`config.mk`:
```
export PLATFORM = sky130hd
export DESIGN_NAME = booth_pp_accumulator_flat
export DESIGN_NICKNAME = d
export VERILOG_FILES = /design/src/rtl/booth_pp_accumulator_if.sv /design/src/rtl/booth_pp_accumulator.sv /design/src/flat_wrapper.sv
export SDC_FILE = /design/constraint.sdc
export NUM_CORES = 1
export LEC_CHECK = 0
export BUFFER_PORTS_ARGS = -buffer_cell sky130_fd_sc_hd__buf_2
export CAP_MARGIN = 40
export CORE_MARGIN = 4
export CORE_UTILIZATION = 55
export DETAILED_ROUTE_END_ITERATION = 10
export PLACE_DENSITY = 0.84
export SYNTH_ARGS = -nofsm -noshare
export SYNTH_HDL_FRONTEND = slang
export SYNTH_SLANG_ARGS = --single-unit
```
`constraint.sdc`:
```
create_clock -name clk -period 21.6 [get_ports clk]
set_input_delay 3.24 -clock clk [delete_from_list [all_inputs] [get_ports clk]]
set_output_delay 3.24 -clock clk [all_outputs]
set_load 0.03 [all_outputs]
```
`src/rtl/booth_pp_accumulator_if.sv`:
```
// Bus bundle for booth_pp_accumulator: partial-product input side,
// product output side and the FSM state for observation.
//
// Handshake: a transfer happens on a rising clock edge where valid and ready
// are both high. A producer holds valid and its payload stable until that
// edge. A consumer may raise or drop ready at any time.
interface booth_pp_accumulator_if;
  logic              in_valid;
  logic              in_ready;
  logic [15:0][33:0] pp;          // pp[i] carries PPi, weight 2^(2i)
  logic              out_valid;
  logic              out_ready;
  logic [63:0]       product;
  logic [1:0]        dbg_state;   // 0 idle, 1 accum, 2 done

  // Environment side: drives partial products, consumes the product.
  modport master (
    output in_valid, pp, out_ready,
    input  in_ready, out_valid, product, dbg_state
  );

  // Accumulator side.
  modport slave (
    input  in_valid, pp, out_ready,
    output in_ready, out_valid, product, dbg_state
  );
endinterface

```
`src/rtl/booth_pp_accumulator.sv`:
```
// booth_pp_accumulator: reduces the sixteen 34-bit radix-4 Booth partial
// products of a signed 32x32 multiply to the 64-bit product, adding
// PPS_PER_CYCLE partial products per cycle.
// Optional feature macro: PP_ACC_EARLY_TERM_EN -- leave the accumulate phase
// as soon as every remaining group of the captured bank is zero.
module booth_pp_accumulator #(
  parameter int PPS_PER_CYCLE = 2
) (
  input logic                   clk,
  input logic                   rst,
  booth_pp_accumulator_if.slave bus
);

  localparam int         P        = PPS_PER_CYCLE;
  localparam int         N        = 16 / P;
  localparam logic [3:0] LAST_GRP = 4'(N - 1);

  localparam logic [1:0] IDLE  = 2'd0;
  localparam logic [1:0] ACCUM = 2'd1;
  localparam logic [1:0] DONE  = 2'd2;

  generate
    if (!(P == 1 || P == 2 || P == 4 || P == 8 || P == 16)) begin : g_bad_pps
      $error("booth_pp_accumulator: PPS_PER_CYCLE must be 1, 2, 4, 8 or 16");
    end
  endgenerate

  logic [1:0]        state;
  logic [3:0]        grp_idx;
  logic [63:0]       acc;
  logic [15:0][33:0] bank;
  logic [63:0]       grp_sum;
  logic [3:0]        pp_idx;
  logic [63:0]       pp_term;
  logic              early_done;

  assign bus.in_ready  = (state == IDLE) && !rst;
  assign bus.out_valid = (state == DONE);
  assign bus.product   = acc;
  assign bus.dbg_state = state;

  // Bank is loaded only on an input handshake, so later changes on pp are ignored.
  always_ff @(posedge clk) begin
    if (bus.in_valid && bus.in_ready) begin
      bank <= bus.pp;
    end
  end

  // Sum of the current group: each PP sign-extended to 64 bits and shifted by 2*index.
  always_comb begin
    grp_sum = '0;
    pp_idx  = '0;
    pp_term = '0;
    for (int j = 0; j < P; j++) begin
      pp_idx  = 4'(32'(grp_idx) * P + j);
      pp_term = {{30{bank[pp_idx][33]}}, bank[pp_idx]};
      grp_sum = grp_sum + (pp_term << {pp_idx, 1'b0});
    end
  end

`ifdef PP_ACC_EARLY_TERM_EN
  // High when every group after the one being added this cycle is all zero.
  always_comb begin
    early_done = 1'b1;
    for (int i = 0; i < 16; i++) begin
      if ((i / P) > int'(grp_idx) && bank[i] != '0) begin
        early_done = 1'b0;
      end
    end
  end
`else
  assign early_done = 1'b0;
`endif

  // Control FSM and accumulator: capture in IDLE, one group per ACCUM cycle, hold in DONE.
  always_ff @(posedge clk) begin
    if (rst) begin
      state   <= IDLE;
      grp_idx <= '0;
      acc     <= '0;
    end else begin
      case (state)
        IDLE: begin
          if (bus.in_valid) begin
            acc     <= '0;
            grp_idx <= '0;
            state   <= ACCUM;
          end
        end
        ACCUM: begin
          acc     <= acc + grp_sum;
          grp_idx <= grp_idx + 4'd1;
          if (grp_idx == LAST_GRP || early_done) begin
            state <= DONE;
          end
        end
        DONE: begin
          if (bus.out_ready) begin
            state <= IDLE;
          end
        end
        default: begin
          state <= IDLE;
        end
      endcase
    end
  end

endmodule

```
`src/flat_wrapper.sv`:
```
// flat-port wrapper written by rule: the top's interface ports become plain ports
module booth_pp_accumulator_flat 
#(
  parameter int PPS_PER_CYCLE = 2
)
  (clk, rst, bus_in_valid, bus_pp, bus_out_ready, bus_in_ready, bus_out_valid, bus_product, bus_dbg_state);
  booth_pp_accumulator_if bus_i ();
  input logic clk;
  input logic rst;
  input wire logic [$bits(bus_i.in_valid)-1:0] bus_in_valid;
  input wire logic [$bits(bus_i.pp)-1:0] bus_pp;
  input wire logic [$bits(bus_i.out_ready)-1:0] bus_out_ready;
  output wire logic [$bits(bus_i.in_ready)-1:0] bus_in_ready;
  output wire logic [$bits(bus_i.out_valid)-1:0] bus_out_valid;
  output wire logic [$bits(bus_i.product)-1:0] bus_product;
  output wire logic [$bits(bus_i.dbg_state)-1:0] bus_dbg_state;
  assign bus_i.in_valid = bus_in_valid;
  assign bus_i.pp = bus_pp;
  assign bus_i.out_ready = bus_out_ready;
  assign bus_in_ready = bus_i.in_ready;
  assign bus_out_valid = bus_i.out_valid;
  assign bus_product = bus_i.product;
  assign bus_dbg_state = bus_i.dbg_state;
  booth_pp_accumulator #(.PPS_PER_CYCLE(PPS_PER_CYCLE)) u_core (.clk(clk), .rst(rst), .bus(bus_i));
endmodule
```
-- Word-level counts from Yosys, hierarchy flattened
Index checks and enable logic that the tools add are counted.
- word-level logic and storage cells: 52
- output and inout bits: 68
- bits of input ports: 548
- flip-flop bits (word level): 614
- $lt $le $gt $ge: 2
- muxes and demuxes: 12
- reductions and logical operators: 7
- shift-type cells: 2
- $add $sub $neg: 4
- equal/unequal tests: 6
- operators with widths (operator ; count):
    $bmux W34 S4 ; 1
    $add A64 B64 Y64 ; 2
    $pmux W64 S2 ; 1
    $shl A64 B5 Y64 ; 2
    $bmux W34 S3 ; 1
    $mux W34 ; 2
    $mux W64 ; 1
    $lt A4 B5 Y1 const B ; 2
    $add A4 B1 Y4 const B ; 2
    $pmux W4 S2 ; 1
    $mux W2 ; 3
    $pmux W2 S3 ; 1
    $eq A4 B3 Y1 const B ; 1
    $mux W4 ; 1
    $ne A2 B2 Y1 const B ; 2
    $reduce_and A3 Y1 ; 1
    $eq A2 B1 Y1 const B ; 1
    $eq A2 B2 Y1 const B ; 1
    $logic_and A1 B1 Y1 ; 2
    $logic_not A2 Y1 ; 1
    $ne A2 B1 Y1 const B ; 1
    $reduce_and A2 Y1 ; 1
    $reduce_bool A2 Y1 ; 1
    $logic_not A1 Y1 ; 1

-- Logic depth before layout (Yosys ltp)
- word-level depth: 7
- depth in mapped cells: 25
- gate-level depth less buffers: 20

-- Least setup slack after synthesis
Ideal clock, no wire load.
- path type: input to register
- start point: input rst
- end point: register u_core.state[0], in the netlist u_core.bus.dbg_state[0]
- setup time: 0.160 ns
- cell stages on the path: 4
- buffers on the path: 1
- data required time: 21.440 ns
- arrival time: 17.445 ns
- slack: 3.995 ns
- cell sequence: clkbuf_1 -> nor3_1 -> and2_1 -> o21bai_1
- RTL lines (what ; RTL line ; text):
    start: declaration ; flat_wrapper.sv:9 ; input logic rst;
    end signal: assignment ; booth_pp_accumulator.sv:78 ; state <= IDLE;
    end signal: assignment ; booth_pp_accumulator.sv:87 ; state <= ACCUM;
    end signal: assignment ; booth_pp_accumulator.sv:94 ; state <= DONE;
    end: declaration ; booth_pp_accumulator.sv:28 ; logic [1:0] state;

-- Final worst setup path
- start point: input rst
- end point: register u_core.bank[164] (netlist name) (enable)
- word-level cells in the longest chain between the ends: 3
- RTL lines (what ; RTL line ; text):
    $logic_not A1 Y1 ; booth_pp_accumulator.sv:37 ; assign bus.in_ready = (state == IDLE) && !rst;
    $logic_and A1 B1 Y1 ; booth_pp_accumulator.sv:37 ;
    $logic_and A1 B1 Y1 ; booth_pp_accumulator.sv:44 ; if (bus.in_valid && bus.in_ready) begin
    end signal: assignment ; booth_pp_accumulator.sv:45 ; bank <= bus.pp;
    end: declaration ; booth_pp_accumulator.sv:31 ; logic [15:0][33:0] bank;
Every way passes these cells.
A chain may end at the register's enable or synchronous reset.

==> metrics <==
status finished clean; die width approximately 240 um; post-route minimum period roughly 7.7 ns; Leakage around 14 nW; setup TNS 0 ns; max cap viols 0; antenna violations before repair 44; CTS clk-pin slew, worst paths about 0.060 ns; Worst Setup End Kind register; Slew Limit Fails 0; clock sink count 614; grt ovf 0; IO Pins a little over 600; largest net degree at the start of global routing around 180; CTS buffer count ~60; cell area after synthesis approximately 0.031 mm2; global-route usage over all layers 0.332; CP Data Arrival Time approximately 8.0 ns; vias in the first global route ~22k; syn avg cell area about 14 um2; DRT iter0 DRCs between 2k and 2.5k; Worst-Margin Slew about 1 ns; final WL 101,000 um; dpl hpwl roughly 80,000 um; H-tree Lvls 2; vias per inst 6.00; worst-path fanout max between 150 and 200; flops & latches, synth a little over 600; post-synthesis sequential area ratio 0.581; Initial Util 0.555; ys flop type edfxtp_1; RePlAce Congestion 0.979; fill count 3,913; leading area contributor after synthesis edfxtp_1; WL/cell 28.0 um; Synth top area share 0.535; Worst Setup Path Type in2reg; yosys warns 0; FP Rows 86; Critical Path RT 21.91 ns; final setup vio count 0; placed cell area around 0.034 mm2; r2r setup slk approximately 14 ns; slew margin rel. 0.334; fin area 0.0365 mm2; CP Launch Type primary input; EDFF count, synth roughly 540; count of cell types in the netlist between 80 and 90; Fin Clk Skew around 0.032 ns; Fin. Hold Viols 0; crit-path cells buf_2 > buf_4 > nor3_1 > and2_4 > buf_4 > buf_4 > buf_12 > buf_4 > buf_16; Area contributors post-synth edfxtp_1 (54%), mux2i_1 (7.9%), mux4_2 (5.9%), dfxtp_1 (4.6%), fa_1 (4.1%); via count ~22k; synthesized net count ~2.9k; Pre-antenna DRT Iters 5; CTS Hold Bufs 0; Final nets roughly 3.4k; Post-CTS Resized 0; DRC 0; ANT nets after route 0; DIE AREA approximately 0.06 mm2; worst skew pair latency approximately 0.65 ns; share of cells above drive strength 1 0.330; Syn-to-layout area delta 19.6%; Clk Tree Root Cell clkbuf_16; HP Class reg2reg; Post-CTS Setup Repair Bufs 0; CP most frequent cell buf_4; Core Area roughly 0.055 mm2; crit-path max cell delay 0.87 ns; async set or reset register ratio after synthesis 0; Die H ~240 um; first-pass GRT wire length 144,000 um; Final period util 0.357; CTS tree done; Fin Hold WS between 0.4 and 0.5 ns; Highest Clock Rate 130 MHz; PwrDens ~110 mW/mm2; RSZ-0062 raised after global routing false; Worst VDD drop 0.0906 mV; port bufs approximately 620; Clock Tree Buf Depth 3; slowest library cell on the worst path buf_4; Gate Count Post-Synth 2,187
synth_stat cells, types with 10 or more instances:
cell type and instances:
nand4_1 19, edfxtp_1 544, mux4_2 80, nand2b_1 11, ha_1 65, buf_2 45
xnor2_1 36, inv_1 76, or2_2 12, o21bai_1 16, nor3_1 10, nor2_1 138
fa_1 62, a21o_1 27, nand2_1 153, a211oi_1 16, o21ai_1 20, buf_1 17
mux2_2 42, mux2i_1 241, o21ai_0 82, clkbuf_1 45, dfxtp_1 70, nand3_1 20
a21oi_1 135, nor2b_1 13, xor2_1 21, a22oi_1 27
layer usage:
metal | global-route usage | up-vias | share of wire
met5 | 0 | - | 0.00046
met2 | 0.542 | 1169 | 0.49
met4 | 0.143 | 10 | 0.046
met1 | 0.432 | 10700 | 0.38
met3 | 0.0748 | 237 | 0.090
li1 | - | 9489 | -
report_power, final:
part | switching, W | internal (W) | total [W]
Clock | 0.000476 | 0.000625 | 0.00110
Sequential | 0.0000879 | 0.00139 | 0.00148
Combinational | 0.000954 | 0.000570 | 0.00152
sequential cells by signal (all words and copies together) (netlist names):
signal	cells
u_core.bank	544
u_core.grp_idx	4
u_core.bus.product	64
u_core.bus.dbg_state	2
path summary, 6_finish.rpt:
path | startpoint | to | cells after the start
max reg2reg | u_core.grp_idx[1] | u_core.bus.product[61] | 19
max | rst | u_core.bank[164] | 9
min | u_core.bus.product[55] | u_core.bus.product[55] | 2
min reg2reg | u_core.bus.product[55] | u_core.bus.product[55] | 2
final cells by class:
class                      count  area, um2  share of cell area
clock buffer                  68       1570              0.0431
antenna                       32       80.1             0.00220
multi-input combinational   1376      11900               0.326
tap                          748        936              0.0257
clock inverter                46        499              0.0137
timing repair buffer         641       3440              0.0943
sequential                   614      17700               0.487
inverter                      77        294             0.00806
worst max-delay path, delay by kind of cell:
kind / cells / cell delay (ns)
buf+inv: 7 / 3.70
simple gates: 2 / 0.86
through the flow:
step | power [W] | worst slack [ns] | util | cells
after detailed placement | 0.00299 | 13.30 | 0.624 | 3456
after global routing | 0.00430 | 13.60 | 0.663 | 3598
after global placement | 0.00298 | 13.26 | 0.620 | 3448
after CTS | 0.00409 | 13.92 | 0.662 | 3570
final | 0.00411 | 13.88 | 0.663 | 3602
after floorplan | 0.00260 | 4.00 | - | 2187
logic make-up after synthesis:
group           Yosys count  synth area share
mux                     363             0.154
compound gates          414            0.0890
xor+xnor                 57            0.0164
flops                   614             0.581
simple gates            415            0.0635
fa+ha+maj               127            0.0673
buf+inv                 197            0.0288
cells in the final DEF (no fill, tap or decap), drive strengths merged, types with 27 or more instances in the layout:
cell type and instances:
diode 32, o21ai 106, clkbuf 68, mux4 80, dfxtp 70, a21oi 146, inv 82, nor2 138
clkinv 28, xnor2 36, a21o 28, mux2 42, buf 641, edfxtp 544, mux2i 241, fa 62
a22oi 27, nand2 155, ha 65
(Power assumes the default switching activity.)
